--- src/rtl/watch_disp_ctrl.sv ---
// Mode/set controller for the 6-digit watch display: selects time, alarm or
// stopwatch for display and runs the key-driven time/alarm edit sequence.
module watch_disp_ctrl #(
    parameter int EDIT_TIMEOUT = 20,
    parameter int TO_W         = 5
) (
    input  logic       clk,
    input  logic       rst_n,
    input  logic       blink_tick,
    input  logic       key_mode,
    input  logic       key_sel,
    input  logic       key_inc,
    input  logic [7:0] Time_Hour,
    input  logic [7:0] Time_Minute,
    input  logic [7:0] Time_Second,
    input  logic [7:0] Alarm_Hour,
    input  logic [7:0] Alarm_Minute,
    input  logic [7:0] Sw_Minute,
    input  logic [7:0] Sw_Second,
    input  logic [7:0] Sw_Centi,
    output logic [7:0] Hour,
    output logic [7:0] Minute,
    output logic [7:0] Second,
    output logic [5:0] Blank,
    output logic [1:0] Mode,
    output logic       Set_Load,
    output logic       Set_Target,
    output logic [7:0] Set_Hour,
    output logic [7:0] Set_Minute,
    output logic [7:0] Set_Second
);

    typedef enum logic [2:0] {
        SHOW_TIME  = 3'd0,
        SHOW_ALARM = 3'd1,
        SHOW_SW    = 3'd2,
        EDIT_HOUR  = 3'd3,
        EDIT_MIN   = 3'd4,
        EDIT_SEC   = 3'd5
    } state_t;

    state_t          state_q, state_d;
    logic            origin_q, origin_d;
    logic [7:0]      eh_q, eh_d, em_q, em_d, es_q, es_d;
    logic            phase_q, phase_d;
    logic [TO_W-1:0] to_q, to_d;
    logic            load_d;
    logic [7:0]      hour_d, minute_d, second_d;
    logic [5:0]      blank_d;
    logic [1:0]      mode_d;

    // Out-of-range snapshot values also land on 0 at the first increment.
    function automatic logic [7:0] bump(input logic [7:0] v, input logic [7:0] lim);
        return (v >= lim) ? 8'd0 : v + 8'd1;
    endfunction

    // Next-state, edit-register and display-mux logic.
    always_comb begin
        state_d  = state_q;
        origin_d = origin_q;
        eh_d     = eh_q;
        em_d     = em_q;
        es_d     = es_q;
        phase_d  = phase_q;
        to_d     = to_q;
        load_d   = 1'b0;
        case (state_q)
            SHOW_TIME, SHOW_ALARM, SHOW_SW: begin
                if (key_mode) begin
                    case (state_q)
                        SHOW_TIME:  state_d = SHOW_ALARM;
                        SHOW_ALARM: state_d = SHOW_SW;
                        default:    state_d = SHOW_TIME;
                    endcase
                end else if (key_sel && (state_q != SHOW_SW)) begin
                    origin_d = (state_q == SHOW_ALARM);
                    eh_d     = (state_q == SHOW_ALARM) ? Alarm_Hour   : Time_Hour;
                    em_d     = (state_q == SHOW_ALARM) ? Alarm_Minute : Time_Minute;
                    es_d     = (state_q == SHOW_ALARM) ? 8'd0         : Time_Second;
                    state_d  = EDIT_HOUR;
                    phase_d  = 1'b0;
                    to_d     = '0;
                end else begin
                    state_d = state_q;
                end
            end
            EDIT_HOUR, EDIT_MIN, EDIT_SEC: begin
                if (key_mode) begin
                    state_d = origin_q ? SHOW_ALARM : SHOW_TIME;
                    phase_d = 1'b0;
                    to_d    = '0;
                end else if (key_sel) begin
                    phase_d = 1'b0;
                    to_d    = '0;
                    if (state_q == EDIT_HOUR) begin
                        state_d = EDIT_MIN;
                    end else if ((state_q == EDIT_MIN) && !origin_q) begin
                        state_d = EDIT_SEC;
                    end else begin
                        load_d  = 1'b1;
                        state_d = origin_q ? SHOW_ALARM : SHOW_TIME;
                    end
                end else if (key_inc) begin
                    phase_d = 1'b0;
                    to_d    = '0;
                    case (state_q)
                        EDIT_HOUR: eh_d = bump(eh_q, 8'd23);
                        EDIT_MIN:  em_d = bump(em_q, 8'd59);
                        default:   es_d = bump(es_q, 8'd59);
                    endcase
                end else if (blink_tick) begin
                    if (to_q == TO_W'(EDIT_TIMEOUT - 1)) begin
                        state_d = origin_q ? SHOW_ALARM : SHOW_TIME;
                        phase_d = 1'b0;
                        to_d    = '0;
                    end else begin
                        to_d    = to_q + TO_W'(1);
                        phase_d = ~phase_q;
                    end
                end else begin
                    state_d = state_q;
                end
            end
            default: begin
                state_d = SHOW_TIME;
                phase_d = 1'b0;
                to_d    = '0;
            end
        endcase

        // Outputs follow the next state so a key press is visible on the same edge.
        blank_d = 6'b000000;
        case (state_d)
            SHOW_TIME: begin
                hour_d = Time_Hour;  minute_d = Time_Minute;  second_d = Time_Second;
                mode_d = 2'd0;
            end
            SHOW_ALARM: begin
                hour_d = Alarm_Hour; minute_d = Alarm_Minute; second_d = 8'd0;
                mode_d = 2'd1;
            end
            SHOW_SW: begin
                hour_d = Sw_Minute;  minute_d = Sw_Second;    second_d = Sw_Centi;
                mode_d = 2'd2;
            end
            default: begin
                hour_d   = eh_d;
                minute_d = em_d;
                second_d = origin_d ? 8'd0 : es_d;
                mode_d   = {1'b0, origin_d};
                if (phase_d) begin
                    case (state_d)
                        EDIT_HOUR: blank_d = 6'b110000;
                        EDIT_MIN:  blank_d = 6'b001100;
                        default:   blank_d = 6'b000011;
                    endcase
                end else begin
                    blank_d = 6'b000000;
                end
            end
        endcase
    end

    // State, edit registers and registered outputs.
    always_ff @(posedge clk or negedge rst_n) begin
        if (!rst_n) begin
            state_q    <= SHOW_TIME;
            origin_q   <= 1'b0;
            eh_q       <= 8'd0;
            em_q       <= 8'd0;
            es_q       <= 8'd0;
            phase_q    <= 1'b0;
            to_q       <= '0;
            Hour       <= 8'd0;
            Minute     <= 8'd0;
            Second     <= 8'd0;
            Blank      <= 6'd0;
            Mode       <= 2'd0;
            Set_Load   <= 1'b0;
            Set_Target <= 1'b0;
            Set_Hour   <= 8'd0;
            Set_Minute <= 8'd0;
            Set_Second <= 8'd0;
        end else begin
            state_q    <= state_d;
            origin_q   <= origin_d;
            eh_q       <= eh_d;
            em_q       <= em_d;
            es_q       <= es_d;
            phase_q    <= phase_d;
            to_q       <= to_d;
            Hour       <= hour_d;
            Minute     <= minute_d;
            Second     <= second_d;
            Blank      <= blank_d;
            Mode       <= mode_d;
            Set_Load   <= load_d;
            Set_Target <= load_d ? origin_q : 1'b0;
            Set_Hour   <= load_d ? eh_q : 8'd0;
            Set_Minute <= load_d ? em_q : 8'd0;
            Set_Second <= load_d ? es_q : 8'd0;
        end
    end

endmodule

--- config.mk ---
export PLATFORM = sky130hd
export DESIGN_NAME = watch_disp_ctrl
export DESIGN_NICKNAME = d
export VERILOG_FILES = /design/src/rtl/watch_disp_ctrl.sv
export SDC_FILE = /design/constraint.sdc
export NUM_CORES = 1
export LEC_CHECK = 0
export ABC_AREA = 0
export CAP_MARGIN = 5
export CORE_ASPECT_RATIO = 1.25
export CORE_MARGIN = 4
export CORE_UTILIZATION = 40
export CTS_CLUSTER_DIAMETER = 50
export DETAILED_ROUTE_END_ITERATION = 8
export PLACE_DENSITY = 0.65
export SETUP_SLACK_MARGIN = 0.15
export SLEW_MARGIN = 40
export SYNTH_ARGS = -nofsm -noshare
export SYNTH_HDL_FRONTEND = slang
export SYNTH_SLANG_ARGS = --single-unit
--- constraint.sdc ---
create_clock -name clk -period 5.4 [get_ports clk]
set_input_delay 1.08 -clock clk [delete_from_list [all_inputs] [get_ports clk]]
set_output_delay 1.08 -clock clk [all_outputs]
set_load 0.01 [all_outputs]
==> summary.md, run 1 <==
| Metric | Value |
|---|---|
| Initial antenna violation count | 0 |
| Clock sinks | between 80 and 90 |
| Sequential-to-total area share from yosys stat | 48.0% |
| Routed Wire Length | between 10 and 15 mm |
| Yosys warns | 0 |
| Non-Filler Instances | 724 |
| Syn Inst Count | 467 |
| Post-synthesis register bit count | 89 |
| Top FF cell, synth | dfrtp_1 |
| Worst-path maximum fanout | 35 |
| Net Sw Frac | about two fifths |
| Detailed Place HPWL | 9.63 mm |
| WP data required | 5620 ps |
| Nets@finish | 658 |
| Min-Delay Startpoint | es_q[5]$_DFF_PN0_ |
| Post-Place Setup Slack | 1030 ps |
| Setup-failing EPs final | 0 |
| Total grt overflow | 0 |
| Largest net degree at the start of global routing | between 60 and 70 |
| Most frequent cells in the layout | clkdlybuf4s50_1, dfrtp_1, nor2_1 |
| Maxcap violations | 0 |
| Final TNS setup | 0 ps |
| CP Class | primary input to register |
| Hold_buf cts | 0 |
| Via-to-Cell Ratio | 5.79 |
| Clock skew | approximately 9.6 ps |
| GP Congestion | 0.849 |
| CTS tree | yes |
| Sw Pwr | 0.00113 W |
| Final Hold Viols | 0 |
| Final WS setup | 1570 ps |
| Mapped cell area | about 0.0046 sq mm |
| Worst-path clk slew | 60 ps |
| Critical R2R Launch | state_q[1]$_DFF_PN0_ |
| Worst Path Arrival | approximately 4000 ps |
| CTS H-tree depth | 3 |
| Vias in the first global route | between 4000 and 5000 |
| Yosys cell types | 69 |
| Leakage | 2.78 nW |
| Initial DRC count | between 150 and 200 |
| Max transition margin | 50.9% |
| Maximum root-to-sink buffer count | 2 |
| Die Height | 128 um |
| Leading area contributor after synthesis | dfrtp_1 |
| Area grow syn2layout | 35.6% |
| DRT antenna net count | 0 |
| TritonCTS Buffers | 9 |
| # DRC | 0 |
| CTS resizes | 0 |
| Crit path launch | key_sel |
| Crit. End Element | register |
| Post-DR wirelength/cell | between 15 and 20 um |
| Comb power frac | 45.2% |
| Port bufs | about 130 |
| Net Count, Synth | 541 |
| Inst Count DP | 708 |
| Status | completed |
| Pint | roughly 0.0018 W |
| Total power after layout | 0.00293 W |
| Syn Area/Cell | 9.95 sq um |
| Worst-Skew Late Latency | 340 ps |
| Ant. Diodes | 0 |
| Die Wd | 104 um |
| Sequential power share | 35.0% |
| Layout cells sized above 1 | under 10% |
| Num ports | 128 |
| Max Clk Rate | 0.261 GHz |
| Overall routing resource usage | around a fifth |
| Worst hold path type | register to register |
| Area share of the largest cell type after synthesis | 48.0% |
| Commonest non-fill, non-tap cell in the layout | clkdlybuf4s50_1 |
| CTS root buf | clkbuf_16 |
| Period utilisation layout | ~70% |
| Setup Fix Bufs, Post-CTS | 0 |
| Std-Cell Rows | 43 |
| Fin. max-slew vios | 0 |
| CORE AREA | 0.0112 sq mm |
| Least-Margin Pin Slew | 736 ps |
| Die ar. | 0.0134 sq mm |
| Min Tclk post-route | 3830 ps |
| Worst setup SP type | primary input |
| RSZ-0062 raised after global routing | false |
| TritonRoute pass-1 iters | 5 |
| Post-synth EDFFs | 0 |
| PD cells | 466 mW/mm^2 |
| Worst vdd ir | 0.000191 V |
| Top cells by area, synth | dfrtp_1, nor2_1, mux2i_1 |
| First-pass GRT wire length | approximately 22 mm |
| Initial Util | 41.3% |
| Clock power frac | 19.8% |
| FFs w/ async S/R, synth | 100% |
| DR vias | between 4000 and 5000 |
worst max-delay path, cell delays in order:
cell and delay, ps:
clkdlybuf4s50_1 810, or4b_1 480, buf_4 230, o31a_1 130
o311a_2 290, clkinv_1 90, buf_4 340, nor2_1 130
and3_1 200, a221o_1 260
path summary, 6_finish.rpt:
check                                                to  slack, ps  cells after the start
worst max-delay path                Second[1]$_DFF_PN0_       1570                     10
worst min-delay path            Set_Second[5]$_DFF_PN0_        530                      1
worst max register to register      Second[1]$_DFF_PN0_       2460                      9
worst min register to register  Set_Second[5]$_DFF_PN0_        530                      1
max in group asynchronous         Set_Hour[3]$_DFF_PN0_       3890                      2
min in group asynchronous             Hour[5]$_DFF_PN0_        640                      1
synth_stat cells (all sizes together) (16+ instances only):
| cell | n |
|---|---|
| dfrtp | 89 |
| nand2 | 26 |
| and2 | 24 |
| and3 | 21 |
| nor2 | 53 |
| o32a | 16 |
| o21ai | 25 |
| buf | 18 |
| mux2i | 16 |
| a21o | 16 |
registers in the layout, summed over array words and instances (netlist names):
name / flops
Hour: 8
Set_Minute: 8
Set_Load: 1
eh_q: 8
Minute: 8
to_q: 5
Set_Second: 8
state_q: 3
Blank: 3
em_q: 8
es_q: 8
Set_Hour: 8
Mode: 2
origin_q: 1
Set_Target: 1
phase_q: 1
Second: 8
per-layer routing:
metal | track usage (%) | part of all wire [%] | vias to the layer above
li1 | - | - | 1969
met1 | 25.4 | 43 | 2058
met2 | 35.1 | 51 | 143
met3 | 3.71 | 4.7 | 23
met4 | 7.12 | 1.7 | 0
met5 | 0 | 0 | -
stage by stage:
stage	utilization [%]	hold WS (ps)	area, sq um
after floorplan	-	470	4640
after global placement	53.5	495	6020
after detailed placement	53.5	515	6020
after CTS	56.0	528	6290
after global routing	56.0	547	6300
final	56.0	534	6300
final cells by class:
class | instances | area, sq um
clock inverter | 6 | 42.5
inverter | 10 | 37.5
tap | 135 | 169
multi-input combinational | 339 | 2260
clock buffer | 10 | 229
fill | 979 | 4950
sequential | 89 | 2230
timing repair buffer | 135 | 1330
kinds of logic (layout without fill, tap and decap cells):
family | after synthesis | in the layout | synth area share, %
buf+inv | 39 | 161 | 3.69
mux | 18 | 18 | 3.93
xor+xnor | 2 | 2 | 0.377
simple gates | 186 | 186 | 21.7
compound gates | 129 | 129 | 21.3
fa+ha+maj | 4 | 4 | 1.08
flops | 89 | 89 | 48.0
power groups by stage:
stage | logic [W] | clock network [W] | registers, W
floorplan | 0.000832 | 0 | 0.00101
global placement | 0.00130 | 0 | 0.00103
detailed placement | 0.00133 | 0 | 0.00103
CTS | 0.00133 | 0.000592 | 0.00102
global route | 0.00146 | 0.000616 | 0.00105
finish | 0.00133 | 0.000580 | 0.00103
(Power assumes the default switching activity.)
==> run 2, diff against run 1 <==
Clock period 5.4 ns to 3.6 ns, I/O delays scaled along.
==> run 2 against run 1 <==
Compared with the run above:
- worst setup slack worse by 770 ps
- global-route usage is 0.66 points higher
- power is 54% higher
- critical path depth is 3 lower
- first-iteration DRC count is 1.0% lower
- clock skew is 3.5 ps lower
- clock-buffer cell count is 1 higher
- combinational power is 54% higher
- utilization is 0.65 points higher
- sequential share of layout area is 0.40 points lower
- wire length is 2.8% higher
- via count is 0.86% higher
- critical path type unchanged
- critical endpoint is now Second[3]$_DFF_PN0_
- highest routed layer unchanged
==> summary.md, run 2 (synthesis results as in run 1) <==
| Metric | Value |
|---|---|
| Status | completed |
| Routed Wire Length | 13.8 mm |
| Final Hold Viols | 0 |
| Maximum root-to-sink buffer count | 2 |
| # DRC | 0 |
| Fin. max-slew vios | 0 |
| Largest net degree at the start of global routing | 69 |
| Layout cells sized above 1 | approximately 8% |
| CP max stage delay | 530 ps |
| Std-Cell Rows | 43 |
| Non-Filler Instances | 731 |
| Delay-heaviest family, CP | simple AND/OR/NAND/NOR gates |
| Period utilisation layout | ~78% |
| Commonest non-fill, non-tap cell in the layout | clkdlybuf4s50_1 |
| Die Height | 128 um |
| Die ar. | roughly 0.013 sq mm |
| Min Tclk post-route | about 2800 ps |
| PD cells | 707 mW/mm^2 |
| Least-Margin Pin Slew | 675 ps |
| Worst-path maximum fanout | 5 |
| Nets@finish | 665 |
| Die Wd | 104 um |
| CTS H-tree depth | 3 |
| First-pass GRT wire length | 22.3 mm |
| Final TNS setup | 0 ps |
| CTS tree | yes |
| Maxcap violations | 0 |
| Area grow syn2layout | 37.1% |
| Filler cell count | 995 |
| Max transition margin | 54.8% |
| GP Congestion | approximately 0.9 |
| Worst Path Arrival | 3070 ps |
| WP data required | between 3000 and 4000 ps |
| Most frequent cells in the layout | clkdlybuf4s50_1, dfrtp_1, nor2_1 |
| Via-to-Cell Ratio | between 5 and 6 |
| Clock skew | 6.13 ps |
| Clock sinks | 89 |
| R2R Setup Slk | 1070 ps |
| Max Clk Rate | 0.358 GHz |
| Port bufs | 127 |
| CP Cell Sequence | clkdlybuf4s50_1 > or3b_4 > or3_4 > or4_4 > mux2_2 > a21oi_2 > a221o_1 |
| DR vias | 4229 |
| Crit path buffers/inverters | 1 |
| Overall routing resource usage | 20.9% |
| DRT antenna net count | 0 |
| Worst path slowest cell | clkdlybuf4s50_1 |
| Vias in the first global route | around 4400 |
| RSZ-0062 raised after global routing | false |
| Worst vdd ir | ~0.00031 V |
| Detailed Place HPWL | 10.1 mm |
| Worst-Skew Late Latency | 340 ps |
| Worst hold slack | between 300 and 400 ps |
| CTS resizes | 0 |
| Worst hold path type | primary input to async pin |
| Worst-path clk slew | 70 ps |
| Ant. Diodes | 0 |
| Initial DRC count | 194 |
| Post-DR wirelength/cell | 18.9 um |
| Inst Count DP | 715 |
| Layout Utilization | 56.6% |
| Leakage | between 2 and 3 nW |
| CP Class | primary input to register |
| Total power after layout | 0.00451 W |
| Crit. End Element | register |
| Initial antenna violation count | 0 |
| Num ports | between 100 and 150 |
| CTS root buf | clkbuf_16 |
| Initial Util | ~41% |
| Total grt overflow | 0 |
| Setup Fix Bufs, Post-CTS | 0 |
| Worst setup SP type | primary input |
| TritonCTS Buffers | 9 |
| TritonRoute pass-1 iters | 5 |
| Hold_buf cts | 0 |
| Setup-failing EPs final | 0 |
| CORE AREA | 0.0112 sq mm |
## run 2: path summary, 6_finish.rpt
check                                          end  cells after the start            startpoint
hold / removal                   Hour[4]$_DFF_PN0_                      1                 rst_n
hold reg to reg                to_q[1]$_DFFE_PN0P_                      2   to_q[1]$_DFFE_PN0P_
setup / recovery               Second[3]$_DFF_PN0_                      7               key_inc
setup reg to reg               Minute[2]$_DFF_PN0_                      7  state_q[1]$_DFF_PN0_
min in group clk               to_q[1]$_DFFE_PN0P_                      2   to_q[1]$_DFFE_PN0P_
max in group asynchronous  Set_Minute[6]$_DFF_PN0_                      2                 rst_n
## run 2: routing by layer
layer	part of all wire, %	GRT usage [%]	vias up
met3	5.2	3.96	26
met2	51	36.3	145
met1	41	25.1	2079
li1	-	-	1979
met5	0	0	-
met4	2.4	9.78	0
## run 2: where the power goes
part / internal (W) / switching, W
combinational: 0.000985 / 0.00106
sequential: 0.00128 / 0.000261
clock: 0.000508 / 0.000405
## run 2: stage by stage
stage                     area (sq um)  worst slack, ps
after global placement            6070              485
after detailed placement          6080              477
after CTS                         6370              818
after global routing              6370              598
after floorplan                   4640             1110
final                             6370              807
## run 2: final cells by class
class / instances / area [sq um] / share of cell area, %
clock buffers: 11 / 253 / 3.97
clock inverters: 5 / 40.0 / 0.629
inverters: 10 / 37.5 / 0.589
multi-input cells: 339 / 2260 / 35.5
flip-flops and latches: 89 / 2230 / 35.0
well taps: 135 / 169 / 2.65
repair buffers: 142 / 1390 / 21.7
==> run 3, diff against run 2 <==
Clock period 3.6 ns to 2.65 ns, I/O delays scaled along.
==> run 3 against run 2 <==
Compared with the run above:
- cell count up 4.7%
- wire length increased by 1.9%
- worst setup slack got worse by 500 ps
- non-clock buffer count is 34 higher
- utilization grew 3.4 points
- largest power group unchanged
- critical path depth unchanged
- die area did not move
- sequential share of layout area shrank 2.0 points
- clock skew decreased by 1.3 ps
- critical path type is now register to register
- first-iteration DRC count grew 25%
- global-route usage rose by 0.30 points
==> summary.md, run 3 (synthesis results as in run 1) <==
| Metric | Value |
|---|---|
| Status | completed |
| DRT antenna net count | 0 |
| Worst vdd ir | approximately 0.00054 V |
| Multi-input gate area | approximately 0.0023 sq mm |
| Ant. Diodes | 0 |
| Nets@finish | 699 |
| Inst Count DP | 745 |
| Min Tclk post-route | 2350 ps |
| # DRC | 0 |
| GP Congestion | 0.913 |
| Commonest non-fill, non-tap cell in the layout | clkdlybuf4s50_1 |
| TritonCTS Buffers | 9 |
| Fin. max-slew vios | 0 |
| Period utilisation layout | 88.5% |
| Worst-path maximum fanout | 5 |
| Area grow syn2layout | 45.3% |
| Clock sinks | 89 |
| Worst-path clk slew | roughly 60 ps |
| CP Cell Sequence | ha_1 > o2111ai_1 > nand2_1 > or4_4 > mux2_2 > a21oi_2 > a221o_1 |
| Num ports | 128 |
| Worst setup SP type | register |
| Filler cell count | 958 |
| Worst path slowest cell | or4_4 |
| FF/Latch Area | 0.00223 sq mm |
| Post-DR wirelength/cell | between 15 and 20 um |
| Initial antenna violation count | 0 |
| Vias in the first global route | 4459 |
| CTS H-tree depth | 3 |
| Clock skew | 4.78 ps |
| Detailed Place HPWL | 10.2 mm |
| Die Wd | 104 um |
| Setup-failing EPs final | 0 |
| Layout Utilization | 60.0% |
| CP Class | register to register |
| Design area | 0.00675 sq mm |
| Area after DPL | 0.00635 sq mm |
| Least-Margin Pin Slew | 638 ps |
| Overall routing resource usage | 21.2% |
| Port bufs | roughly 130 |
| TritonRoute pass-1 iters | 6 |
| Routed Wire Length | around 14 mm |
| Die Height | ~130 um |
| Max Clk Rate | 0.426 GHz |
| Most frequent cells in the layout | clkdlybuf4s50_1, dfrtp_1, nor2_1 |
| RSZ-0062 raised after global routing | false |
| Die ar. | 0.0134 sq mm |
| Max transition margin | between 50% and 60% |
| Worst hold path type | primary input to async pin |
| Worst-Skew Late Latency | roughly 340 ps |
| Maxcap violations | 0 |
| DR vias | about 4300 |
| Maximum root-to-sink buffer count | 2 |
| Layout cells sized above 1 | 14.1% |
| Initial Util | 41.3% |
| Leakage | just over 3 nW |
| First-pass GRT wire length | roughly 23 mm |
| CORE AREA | 0.0112 sq mm |
| Final TNS setup | 0 ps |
| Crit path buffers/inverters | 0 |
| CTS tree | yes |
| Std-Cell Rows | 43 |
| Delay-heaviest family, CP | simple AND/OR/NAND/NOR gates |
| Via-to-Cell Ratio | between 5 and 6 |
| Worst hold slack | 172 ps |
| WP data required | about 2900 ps |
| CTS root buf | clkbuf_16 |
| Non-Filler Instances | 765 |
| PD cells | 969 mW/mm^2 |
| Crit. End Element | register |
| CP max stage delay | 550 ps |
| Total grt overflow | 0 |
| Final Hold Viols | 0 |
| Largest net degree at the start of global routing | 41 |
| Worst Path Arrival | about 2600 ps |
| Initial DRC count | 243 |
run 3: final cells by class:
cell class / count / area share [%]
clock buffers: 9 / 3.34
well taps: 135 / 2.50
clock inverters: 7 / 1.37
inverters: 10 / 0.612
repair buffers: 176 / 25.2
multi-input cells: 339 / 34.0
flip-flops and latches: 89 / 33.0
run 3: path summary, 6_finish.rpt:
check                                         start             endpoint  slack (ps)  cells after the start
worst min-delay path                          rst_n    Hour[2]$_DFF_PN0_         170                      1
max in group asynchronous                     rst_n   Set_Load$_DFF_PN0_        1890                      2
worst max-delay path              es_q[0]$_DFF_PN0_  Second[3]$_DFF_PN0_         300                      7
worst min register to register  to_q[1]$_DFFE_PN0P_  to_q[1]$_DFFE_PN0P_         520                      2
min in group clk                to_q[1]$_DFFE_PN0P_  to_q[1]$_DFFE_PN0P_         520                      2
worst max register to register    es_q[0]$_DFF_PN0_  Second[3]$_DFF_PN0_         300                      7
run 3: metal layers:
layer / vias to the layer above / GRT usage, % / wire (um)
met3: 28 / 4.37 / 828
met2: 148 / 37.5 / 7200
met5: - / 0 / 0
met1: 2118 / 25.6 / 5740
li1: 2047 / - / -
met4: 0 / 7.59 / 343
run 3: what timing repair did:
item                       4_1_cts  5_1_grt
hold buffers                     0        0
buffers inserted                 0        4
pin swaps                        0        0
setup endpoints to repair        2       26
resized for setup                1       14
run 3: stage by stage:
step	setup slack, ps	total power [W]
5_1_grt	123	0.00696
3_3_place_gp	-199	0.00504
3_5_place_dp	-215	0.00510
6_report	304	0.00654
4_1_cts	144	0.00650
2_1_floorplan	348	0.00376
run 3: worst reg2reg max path, cell delays in order, from the launching register on:
cell and delay [ps]:
dfrtp_1 430, ha_1 270, o2111ai_1 310, nand2_1 190, or4_4 550, mux2_2 300, a21oi_2 120, a221o_1 110
run 3: report_power, final:
group | switching (W) | total, W | internal (W) | leakage, nW
sequential | 0.000308 | 0.00205 | 0.00174 | 1.17
combinational | 0.00156 | 0.00312 | 0.00155 | 1.72
clock | 0.000545 | 0.00137 | 0.000828 | 0.160
total | 0.00242 | 0.00654 | 0.00413 | 3.05
